$ cat src/rtl/counter_arbiter.sv
// Shared WIDTH-bit up/down/load counter, serviced one operation per prescaler tick.
// Requesters are picked round-robin; a requester holding req_lock keeps ownership across ticks.
module counter_arbiter #(
  parameter int N     = 4,
  parameter int WIDTH = 8,
  parameter int DIV   = 2,
  localparam int IDW  = (N > 1) ? $clog2(N) : 1
) (
  input  logic                 clock,
  input  logic                 reset_,
  input  logic [N-1:0]         req_valid,
  input  logic [2*N-1:0]       req_op,
  input  logic [N*WIDTH-1:0]   req_data,
  input  logic [N-1:0]         req_lock,
  output logic [N-1:0]         req_ready,
  output logic [WIDTH-1:0]     value,
  output logic                 grant_valid,
  output logic [IDW-1:0]       grant_id
);

  localparam int DCW = (DIV > 1) ? $clog2(DIV) : 1;

  typedef enum logic {IDLE, OWNED} state_t;
  typedef enum logic [1:0] {OP_NOP = 2'b00, OP_INC = 2'b01, OP_DEC = 2'b10, OP_LOAD = 2'b11} op_t;

  state_t           state, state_n;
  logic [DCW-1:0]   div_cnt;
  logic             tick;
  logic [IDW-1:0]   last, owner, owner_n;
  logic [IDW-1:0]   win, idx;
  logic             found, xfer;
  logic [1:0]       op_sel;
  logic [WIDTH-1:0] data_sel;

  // With DIV=1 the counter stays at 0, which equals DIV-1, so tick is constantly high.
  assign tick = (div_cnt == DCW'(DIV - 1));

  always_ff @(posedge clock or negedge reset_) begin
    if (!reset_)   div_cnt <= '0;
    else if (tick) div_cnt <= '0;
    else           div_cnt <= div_cnt + 1'b1;
  end

  // Candidate selection: the owner alone while OWNED, else first valid after last.
  always_comb begin
    found = 1'b0;
    win   = '0;
    idx   = '0;
    if (state == OWNED) begin
      found = req_valid[owner];
      win   = owner;
    end else begin
      for (int unsigned k = 1; k <= N; k++) begin
        idx = IDW'((32'(last) + k) % N);
        if (!found && req_valid[idx]) begin
          found = 1'b1;
          win   = idx;
        end
      end
    end
  end

  assign xfer = reset_ && tick && found;

  always_comb begin
    req_ready = '0;
    for (int unsigned i = 0; i < N; i++)
      req_ready[i] = xfer && (32'(win) == i);
  end

  always_comb begin
    op_sel   = req_op[2*win +: 2];
    data_sel = req_data[WIDTH*win +: WIDTH];
  end

  always_comb begin
    state_n = state;
    owner_n = owner;
    if (tick) begin
      case (state)
        IDLE: begin
          if (found && req_lock[win]) begin
            state_n = OWNED;
            owner_n = win;
          end
        end
        OWNED: begin
          // Owner silent on a tick, or its unlocked op accepted: give the counter back.
          if (!found || !req_lock[owner]) state_n = IDLE;
        end
        default: state_n = IDLE;
      endcase
    end
  end

  always_ff @(posedge clock or negedge reset_) begin
    if (!reset_) begin
      state       <= IDLE;
      owner       <= '0;
      last        <= IDW'(N - 1);
      value       <= '1;
      grant_valid <= 1'b0;
      grant_id    <= '0;
    end else begin
      state       <= state_n;
      owner       <= owner_n;
      grant_valid <= xfer;
      if (xfer) begin
        last     <= win;
        grant_id <= win;
        case (op_sel)
          OP_INC:  value <= value + 1'b1;
          OP_DEC:  value <= value - 1'b1;
          OP_LOAD: value <= data_sel;
          default: value <= value;
        endcase
      end
    end
  end

endmodule

$ cat config.mk
export PLATFORM = sky130hd
export DESIGN_NAME = counter_arbiter
export DESIGN_NICKNAME = d
export VERILOG_FILES = /design/src/rtl/counter_arbiter.sv
export SDC_FILE = /design/constraint.sdc
export NUM_CORES = 1
export LEC_CHECK = 0
export BUFFER_PORTS_ARGS = -buffer_cell sky130_fd_sc_hd__buf_2
export CAP_MARGIN = 5
export CORE_ASPECT_RATIO = 0.8
export CORE_MARGIN = 1
export CORE_UTILIZATION = 49
export DETAILED_ROUTE_END_ITERATION = 12
export PLACE_DENSITY = 0.77
export SLEW_MARGIN = 0
export SYNTH_ARGS = -nofsm -noshare
export SYNTH_HDL_FRONTEND = slang
export SYNTH_SLANG_ARGS = --single-unit
$ cat constraint.sdc
create_clock -name clock -period 5.2 [get_ports clock]
set_clock_uncertainty 0.1 [all_clocks]
set_input_delay 0.52 -clock clock [delete_from_list [all_inputs] [get_ports clock]]
set_output_delay 0.52 -clock clock [all_outputs]
set_load 0.01 [all_outputs]
# After elaboration in Yosys (flattened, before gate mapping)
# Cells that the tools add are included.
dict set report totals {
  reg_bits 17
  out_inout_bits 15
  in_bits 50
  word_cells 81
}
dict set report op_classes {
  order_cmp 6
  bitwise_logic 1
  addsub 7
  eq_ne 6
  muxes 32
  n_reduce_logical 20
  shift 2
}
# cell n
set op_table {}
lappend op_table {{$shiftx 32x6->8} 1}
lappend op_table {{$pmux 8 s3} 1}
lappend op_table {{$lt 2x3->1 const B} 6}
lappend op_table {{$mux 1} 18}
lappend op_table {{$bmux 1 s2} 7}
lappend op_table {{$logic_and 1x1->1} 10}
lappend op_table {{$mux 2} 5}
lappend op_table {{$add 8x1->8 const B} 1}
lappend op_table {{$eq 2x2->1 const B} 4}
lappend op_table {{$shiftx 8x4->2} 1}
lappend op_table {{$sub 8x1->8 const B} 1}
lappend op_table {{$logic_not 1->1} 5}
lappend op_table {{$add 2x1->2 const B} 2}
lappend op_table {{$add 2x2->2 const B} 2}
lappend op_table {{$eq 2x1->1 const B} 2}
lappend op_table {{$reduce_and 3->1} 1}
lappend op_table {{$reduce_bool 3->1} 1}
lappend op_table {{$logic_not 2->1} 1}
lappend op_table {{$pmux 1 s2} 1}
lappend op_table {{$reduce_and 2->1} 1}
lappend op_table {{$add 1x1->1 const B} 1}
lappend op_table {{$logic_or 1x1->1} 1}
lappend op_table {{$not 1->1} 1}

# Longest topological paths before layout
# Gate-level depths: netlist of the first run.
dict set report logic_depth {
  word_depth 22
  mapped_depth 16
  depth_no_buf 14
}

# Worst setup path before layout of the first run
# Ideal clock, no wire load.
dict set report synth_timing {
  path_kind {in2reg}
  start {in req_valid[0]}
  end {reg value[6]}
  setup_slack_ps 1470
  t_arrival_ps 3564
  setup_ps 66
  n_path_buf 1
  required_time_ps 5034
  path_stages 15
  cell_sequence {and3b_1 -> o21a_1 -> o311a_1 -> a211oi_2 -> buf_6 -> mux2i_1 -> mux2_4 -> nand2_1 -> xnor2_1 -> ha_1 -> and3_1 -> nand3_1 -> a21oi_1 -> or4b_1 -> nand4_1}
}
dict set report synth_between {
  elab_chain_cells 20
  word_cells_on_any_way 38
  classes_between {3 x eq/ne; 2 x shift; 24 x mux; 9 x reduce/logical}
}
# element line
set synth_lines {}
lappend synth_lines {{start: declaration} 11} ;# input logic [N-1:0] req_valid,
lappend synth_lines {{$bmux 1 s2} 55} ;# if (!found && req_valid[idx]) begin
lappend synth_lines {{$mux 1 (not written as such)} 55}
lappend synth_lines {{$mux 1} 55}
lappend synth_lines {{$mux 1} 49} ;# if (state == OWNED) begin
lappend synth_lines {{$logic_not 1->1} 55}
lappend synth_lines {{$logic_and 1x1->1} 55}
lappend synth_lines {{$mux 1} 55}
lappend synth_lines {{$mux 1} 49}
lappend synth_lines {{[4 not listed]} n/a}
lappend synth_lines {{$logic_not 1->1} 55}
lappend synth_lines {{$logic_and 1x1->1} 55}
lappend synth_lines {{$mux 2} 55}
lappend synth_lines {{$mux 2} 49}
lappend synth_lines {{$shiftx 8x4->2} 72} ;# op_sel = req_op[2*win +: 2];
lappend synth_lines {{$eq 2x2->1 / $eq 2x1->1 (equally long branches)} 111} ;# case (op_sel)
lappend synth_lines {{$reduce_bool 3->1 (no line)} n/a}
lappend synth_lines {{$reduce_and 2->1 (no line)} n/a}
lappend synth_lines {{end signal: assignment} 112} ;# OP_INC: value <= value + 1'b1;
lappend synth_lines {{end signal: assignment} 113} ;# OP_DEC: value <= value - 1'b1;
lappend synth_lines {{end signal: assignment} 114} ;# OP_LOAD: value <= data_sel;
lappend synth_lines {{end: declaration} 16} ;# output logic [WIDTH-1:0] value,
# Several ways; a longest one is shown, not always the timed one. The select of a mux whose other input is x is not followed.
# A chain may end at the register's enable or synchronous reset.

# Final worst setup path of the first run
dict set report layout_timing {
  start {reg last[1]}
  end {reg value[6]}
}
dict set report layout_between {
  elab_chain_cells 21
  word_cells_on_any_way 40
  classes_between {4 x add/sub; 3 x eq/ne; 2 x shift; 22 x mux; 9 x reduce/logical}
}
# element line
set layout_lines {}
lappend layout_lines {{start: declaration} 29} ;# logic [IDW-1:0] last, owner, owner_n;
lappend layout_lines {{start signal: assignment} 100} ;# last <= IDW'(N - 1);
lappend layout_lines {{start signal: assignment} 109} ;# last <= win;
lappend layout_lines {{$add 2x1->2} 54} ;# idx = IDW'((32'(last) + k) % N);
lappend layout_lines {{$bmux 1 s2} 55}
lappend layout_lines {{$mux 1 (not written as such)} 55}
lappend layout_lines {{$mux 1} 55}
lappend layout_lines {{$mux 1} 49}
lappend layout_lines {{$logic_not 1->1} 55}
lappend layout_lines {{$logic_and 1x1->1} 55}
lappend layout_lines {{$mux 1} 55}
lappend layout_lines {{[5 not listed]} n/a}
lappend layout_lines {{$logic_not 1->1} 55}
lappend layout_lines {{$logic_and 1x1->1} 55}
lappend layout_lines {{$mux 2} 55}
lappend layout_lines {{$mux 2} 49}
lappend layout_lines {{$shiftx 8x4->2} 72}
lappend layout_lines {{$eq 2x2->1 / $eq 2x1->1 (equally long branches)} 111}
lappend layout_lines {{$reduce_bool 3->1 (no line)} n/a}
lappend layout_lines {{$reduce_and 2->1 (no line)} n/a}
# Several ways; a longest one is shown, not always the timed one. The select of a mux whose other input is x is not followed.

==> impl_results.md, run 1 <==
- Sequential power share: 21.4%
- Post-CTS Resized: 0
- Die area: 0.00360 sq mm
- Total half-perimeter wirelength after legalization and detailed placement: 3.24 mm
- Final count of negative-setup-slack endpoints: 0
- Static leakage power: 0.962 nW
- Chip Width: 66.9 um
- Type of the most critical hold path: input port to async pin
- Portion of total power attributed to the clock network: 7.5%
- GR Overflow Total: 0
- Clock Tree Buf Depth: 2
- Power density relative to cell area: 671 mW/mm^2
- Endpoint required time on the critical path: 5.30 ns
- First-pass iteration count of the detailed router: 5
- Worst-path fanout max: 10
- CTS Hold Buffers Added: 0
- Share of synthesized area occupied by flip-flops and latches: 26.6%
- Antenna violations before repair: 0
- Clk Latency, worst-skew pair: 0.26 ns
- Post-route design area: 0.00206 sq mm
- Synth Flop Type: dfstp_2
- Net count of the mapped netlist: 231
- Largest net degree at the start of global routing: 26
- Post-Synthesis Cells: 180
- Time the worst path needs with I/O delays and setup: 4.05 ns
- Data arrival at the endpoint of the critical path: 4.15 ns
- Final hold vios: 0
- Effective utilization at floorplan: 52.3%
- Net switching fraction of the power: 50.4%
- Final RePlAce weighted congestion: 0.897
- Post-Place Cell Area: 0.00201 sq mm
- Most frequent cells in the layout: buf_2 (64), mux2i_1 (18), nand2_1 (16)
- Max capacitance violation total: 0
- Mean routed wirelength per cell: 15.3 um
- Clock root buffer master: clkbuf_8
- Startpoint class of the critical path: flip-flop
- Yosys synthesis warning count: 0
- Clock slew at reported path FFs: 0.07 ns
- Floorplan die height: 53.9 um
- Core ar.: 0.00315 sq mm
- RSZ-0062 raised after global routing: false
- DRC violations left: 0
- Critical path capture point type: flip-flop
- Vias in the first global route: 1528
- Worst setup slack before clock tree synthesis: 1.01 ns
- Level count of the clock H-tree: 1
- Average instance area after synthesis: 9.16 sq um
- Synthesis-to-layout area growth: 24.7%
- Synthesized cell area: 0.00165 sq mm
- Antenna diodes: 0
- Portion of total power attributed to combinational logic: 71.1%
- Internal power contribution: 685 uW
- Sum Neg Setup Slack: 0 ns
- Count of unique library cells instantiated by Yosys: 56
- Share of async-settable or async-resettable flops after synthesis: 100%
- Outcome: completed
- Worst reg-to-reg setup slack: 1.15 ns
- Fraction of layout instances using a drive strength above 1: 42.0%
- Final nets: 295
- Highest ir drop seen on vdd: 0.489 mV
- Total number of placement rows: 18
- Count of routing violations after the opening detailed-route iteration: 87
- Buffers inserted during post-CTS setup optimization: 0
- Highest Clock Rate: 247 MHz
- I/O Pins: 65
- Most common cell after layout, fill and taps aside: buf_2
- Max-slew violation count: 0
- Wire length reported by the detailed router: 4.33 mm
- Final worst slack: 1.15 ns
- WS Path Type: flip-flop to flip-flop
- Measured slew at the worst slew-check pin: 0.544 ns
- Total Power Consumption: 1.38 mW
- Number of enable-type register cells in the synthesized netlist: 0
- Clock Sink Count: 17
- IO Port Bufs: 64
- Vias after detailed routing: 1728
- Portion of the clock cycle consumed by the worst path in the final layout: 77.9%
- Per-cell via count in the routed design: 6.11
- CTS tree: done
- Antenna-violating nets left: 0
- Final core utilization: 65.2%
- Slew headroom: 63.6%
- Number of buffers created by CTS: 3
- Global-route wire length before repair: 7.12 mm
- Switching pwr: 696 uW
- Post-synthesis register bit count: 17
- Total Routing Usage GR: 26.4%
metrics by stage:
stage          std cells  hold slack, ns
2_1_floorplan        180           0.124
3_3_place_gp         279           0.358
3_5_place_dp         279           0.355
4_1_cts              283           0.102
5_1_grt              283           0.123
6_report             283          0.0883
Yosys cell counts (all sizes together) (2+ instances only):
cell type	instances	area, sq um
nor4	6	37.5
dfrtp	7	175
o2111ai	4	35.0
o311ai	3	26.3
o211ai	6	45.0
a211oi	2	20.0
a21oi	13	76.3
nand2	16	60.1
buf	5	30.0
mux4	2	45.0
nor2	14	62.6
or3	3	18.8
o21ai	7	38.8
a21o	3	22.5
and3	2	12.5
nor3	4	20.0
or4	2	15.0
mux2i	20	225
o221ai	2	23.8
nand2b	4	25.0
mux2	10	120
a22oi	2	15.0
clkbuf	2	7.51
nand4	2	12.5
nand3	6	30.0
nand3b	2	15.0
dfstp	10	263
inv	7	26.3
critical path: stages, from the launching register on:
cell and delay (ns):
dfstp_2 0.61, nand2b_1 0.12, a211oi_1 0.09, o311a_1 0.39
a211oi_4 0.36, mux2i_1 0.38, mux2_4 0.33, nand2_1 0.13
xnor2_1 0.16, ha_1 0.24, nor4_1 0.40, nand2_1 0.10
nor4_1 0.29, o211ai_1 0.17, nand4_1 0.13
power by group through the flow:
stage	clock [mW]	combinational, mW	sequential [mW]
3_3_place_gp	0	0.963	0.294
4_1_cts	0.104	0.980	0.294
5_1_grt	0.109	1.08	0.308
6_report	0.103	0.982	0.296
2_1_floorplan	0	0.773	0.278
3_5_place_dp	0	0.982	0.294
layout make-up:
| type | instances | area, sq um |
|---|---|---|
| Clock buffer | 3 | 41.3 |
| Fill cell | 270 | 1100 |
| Clock inverter | 1 | 5.00 |
| Timing Repair Buffer | 66 | 335 |
| Multi-Input combinational cell | 149 | 1160 |
| Inverter | 7 | 26.3 |
| Tap cell | 40 | 50.0 |
| Sequential cell | 17 | 438 |
cells by family after synthesis:
family	Yosys count	share of synthesized area, %
AND/OR/NAND/NOR	65	20.7
AO/OA/AOI/OAI	50	23.9
multiplexers	32	23.7
flip-flops	17	26.6
buffers and inverters	14	3.87
XOR/XNOR	1	0.531
adder cells (fa/ha/maj)	1	0.759
worst paths after layout:
kind,from,to,cells past startpoint
max in group asynchronous,reset_,value[4],1
min reg2reg,div_cnt,div_cnt,1
min,reset_,owner[1],1
max reg2reg,last[1],value[6],14
max,last[1],value[6],14
min in group clock,div_cnt,div_cnt,1
flip-flops by register name, summed over array words and instances, names as in the netlist:
register and cells:
owner 2, div_cnt 1, grant_valid 1, last 2
value 8, grant_id 2, state 1
metal layers:
metal  global-route usage (%)  vias to the layer above  wire [um]
li1                         -                      830          -
met1                     37.1                      793       2030
met2                     42.1                       98       1860
met3                     5.08                        7        392
met4                     6.38                        0         44
met5                        0                        -          0
Note: power is estimated with default switching activity, not from simulation.
==> run 2: changes to the inputs <==
Settings changed: CORE_UTILIZATION 49 to 44, PLACE_DENSITY 0.77 to 0.73.
Clock period 5.2 ns to 3.4 ns, I/O delays scaled along.
==> run 2 against run 1 <==
Against the previous run: the run now ends with negative setup slack left; first-iteration DRC count rose by 32%; worst hold slack improved by 0.27 ns; setup slack got worse by 1.2 ns; critical path depth is 1 higher; final area rose by 13%; core utilization rose by 1.5 points; non-clock buffer count is 23 higher; clock power grew 49%; largest cell class unchanged; largest power group unchanged.
==> impl_results.md, run 2 (synthesis gave the netlist of run 1 again) <==
- Outcome: finished with violations
- Violated checks: negative setup slack
- Time the worst path needs with I/O delays and setup: 3.43 ns (-0.623 ns)
- Worst reg-to-reg path cell count: 15 (+1)
- Startpoint class of the critical path: flip-flop
- Portion of total power attributed to combinational logic: 75.9% (+4.8 points)
- DRC violations left: 0 (unchanged)
- Final hold vios: 0 (unchanged)
- Startpoint of the tightest hold check path: div_cnt
- Type of the most critical hold path: flip-flop to flip-flop
- Post-route design area: 0.00233 sq mm (+13%)
- Net switching fraction of the power: 47.3% (-3.2 points)
- Total number of placement rows: 19 (+1)
- Mean routed wirelength per cell: 15.1 um (-1.1%)
- Layout fillers: 310 (+15%)
- Static leakage power: 1.08 nW (+13%)
- Highest Clock Rate: 292 MHz (+18%)
- Core ar.: 0.00349 sq mm (+11%)
- Clock slew at reported path FFs: 0.07 ns (about the same)
- Worst reg-to-reg setup slack: -0.03 ns (-1.18 ns)
- I/O Pins: 65 (unchanged)
- Chip Width: 70.4 um (+5.4%)
- Final worst slack: -0.0269 ns (-1.18 ns)
- GR Overflow Total: 0 (unchanged)
- Total Power Consumption: 2.49 mW (+80%)
- Antenna-violating nets left: 0 (unchanged)
- Die area: 0.00400 sq mm (+11%)
- Cell class contributing the biggest share of worst-path delay: simple AND/OR/NAND/NOR gates
- RSZ-0062 raised after global routing: true
- Post-Place Cell Area: 0.00218 sq mm (+8.3%)
- Reg with most FFs: value
- Max-slew violation count: 0 (unchanged)
- Effective utilization at floorplan: 47.2% (-5.1 points)
- Vias after detailed routing: 1798 (+4.1%)
- Power density relative to cell area: 1070 mW/mm^2 (+59%)
- Global-route wire length before repair: 7.46 mm (+4.7%)
- Data arrival at the endpoint of the critical path: 3.52 ns (-0.63 ns)
- Endpoint required time on the critical path: 3.50 ns (-1.80 ns)
- Floorplan die height: 56.8 um (+5.3%)
- Portion of the clock cycle consumed by the worst path in the final layout: 101% (+23 points)
- Sequential power share: 18.0% (-3.4 points)
- Critical path capture point type: flip-flop
- Clk Latency, worst-skew pair: 0.25 ns (about the same)
- WS Path Type: flip-flop to flip-flop
- Measured slew at the worst slew-check pin: 0.490 ns (-0.0546 ns)
- Fraction of layout instances using a drive strength above 1: 50.4% (+8.4 points)
- Vias in the first global route: 1584 (+3.7%)
- Largest net degree at the start of global routing: 20 (-23%)
- Count of buffer and inverter cells on the critical path: 1 (+1)
- First-pass iteration count of the detailed router: 4 (-1)
- Delay of the slowest critical-path stage: 0.59 ns (-0.02 ns)
- Switching pwr: 1.17 mW (+69%)
- WHS Path Cells: 1
- IO Port Bufs: 64 (unchanged)
- Synthesis-to-layout area growth: 41.4%
- CTS tree: done
- Total half-perimeter wirelength after legalization and detailed placement: 3.46 mm (+6.8%)
- Slowest stage cell on the critical path: dfstp_2
- Level count of the clock H-tree: 1 (unchanged)
- Count of routing violations after the opening detailed-route iteration: 115 (+32%)
- Worst-path fanout max: 7 (-3)
- Internal power contribution: 1.31 mW (+91%)
- Sum Neg Setup Slack: -0.0269 ns (-0.0269 ns)
- Clock root buffer master: clkbuf_8
- Portion of total power attributed to the clock network: 6.2% (-1.3 points)
- Antenna violations before repair: 0 (unchanged)
- Slew headroom: 67.1% (+3.4 points)
- Startpoint of the worst-slack reg-to-reg timing path: last[0]
- Highest ir drop seen on vdd: 0.490 mV (+0.27%)
- Hold Crit Endpoint: div_cnt
- Final count of negative-setup-slack endpoints: 1 (+1)
- Per-cell via count in the routed design: 5.84 (-4.4%)
- Most frequent cells in the layout: buf_2 (64), buf_4 (23), nand2_1 (15)
- Worst path cell trace: nor3b_2 > o21a_1 > o311a_1 > a211oi_4 > buf_12 > mux2i_4 > mux2_4 > nand2_4 > xnor2_2 > ha_2 > and3_4 > nand3_1 > a21oi_1 > or4b_1 > nand4_1
- Final nets: 318 (+7.8%)
- Stages on worst setup path: 15 (+1)
- Number of buffers created by CTS: 3 (unchanged)
- Final RePlAce weighted congestion: 0.914 (+1.9%)
- Wire length reported by the detailed router: 4.66 mm (+7.6%)
- Max capacitance violation total: 0 (unchanged)
- Clock Tree Buf Depth: 2 (unchanged)
- RR Endpoint: value[6]
- Flip-flop count of the largest register, all copies and words added: 8 (unchanged)
- Most common cell after layout, fill and taps aside: buf_2
- Clock Sink Count: 17 (unchanged)
- Antenna diodes: 0 (unchanged)
- Total Routing Usage GR: 23.1% (-3.3 points)
==> run 2: power by group through the flow <==
stage / registers, mW / logic (mW) / clock network (mW)
floorplan: 0.428 / 1.25 / 0
global placement: 0.443 / 1.72 / 0
detailed placement: 0.444 / 1.74 / 0
CTS: 0.442 / 1.82 / 0.155
global route: 0.462 / 2.04 / 0.166
finish: 0.446 / 1.89 / 0.153
==> run 2: how the worst max path moves through the flow <==
stage,startpoint,end
global route,last[0],value[6]
CTS,last[0],value[6]
floorplan,last[0],value[6]
detailed placement,req_valid[0],value[6]
finish,last[0],value[6]
global placement,req_valid[0],value[6]
==> run 2: through the flow <==
step | util, % | hold WS [ns] | setup WS, ns | std cells
floorplan | - | -0.0556 | -0.102 | 180
global placement | 62.3 | 0.259 | 0.0160 | 296
detailed placement | 62.3 | 0.262 | -0.139 | 296
CTS | 65.4 | 0.360 | -0.00790 | 305
global route | 66.7 | 0.403 | -0.112 | 308
finish | 66.7 | 0.360 | -0.0269 | 308
==> run 2: timing repair <==
item                       4_1_cts  5_1_grt
buffers inserted                 4        3
setup endpoints to repair        2        2
hold endpoints to repair         7        0
pin swaps                        0        1
resized for setup                4        3
hold buffers                     1        0
==> run 2: final cells by class <==
cell class | instances | area [sq um] | share of cell area, %
clock inverter | 1 | 5.00 | 0.215
timing repair buffer | 89 | 523 | 22.4
multi-input combinational | 149 | 1240 | 53.4
sequential | 17 | 438 | 18.8
clock buffer | 3 | 41.3 | 1.77
inverter | 7 | 26.3 | 1.13
tap | 42 | 52.6 | 2.25
==> run 2: metal layers <==
| layer | vias to the layer above | track usage, % | share of wire, % |
|---|---|---|---|
| met1 | 826 | 34.3 | 48 |
| met5 | - | 0 | 0 |
| li1 | 877 | - | - |
| met4 | 0 | 4.29 | 0.62 |
| met3 | 4 | 2.51 | 6.7 |
| met2 | 91 | 36.5 | 45 |
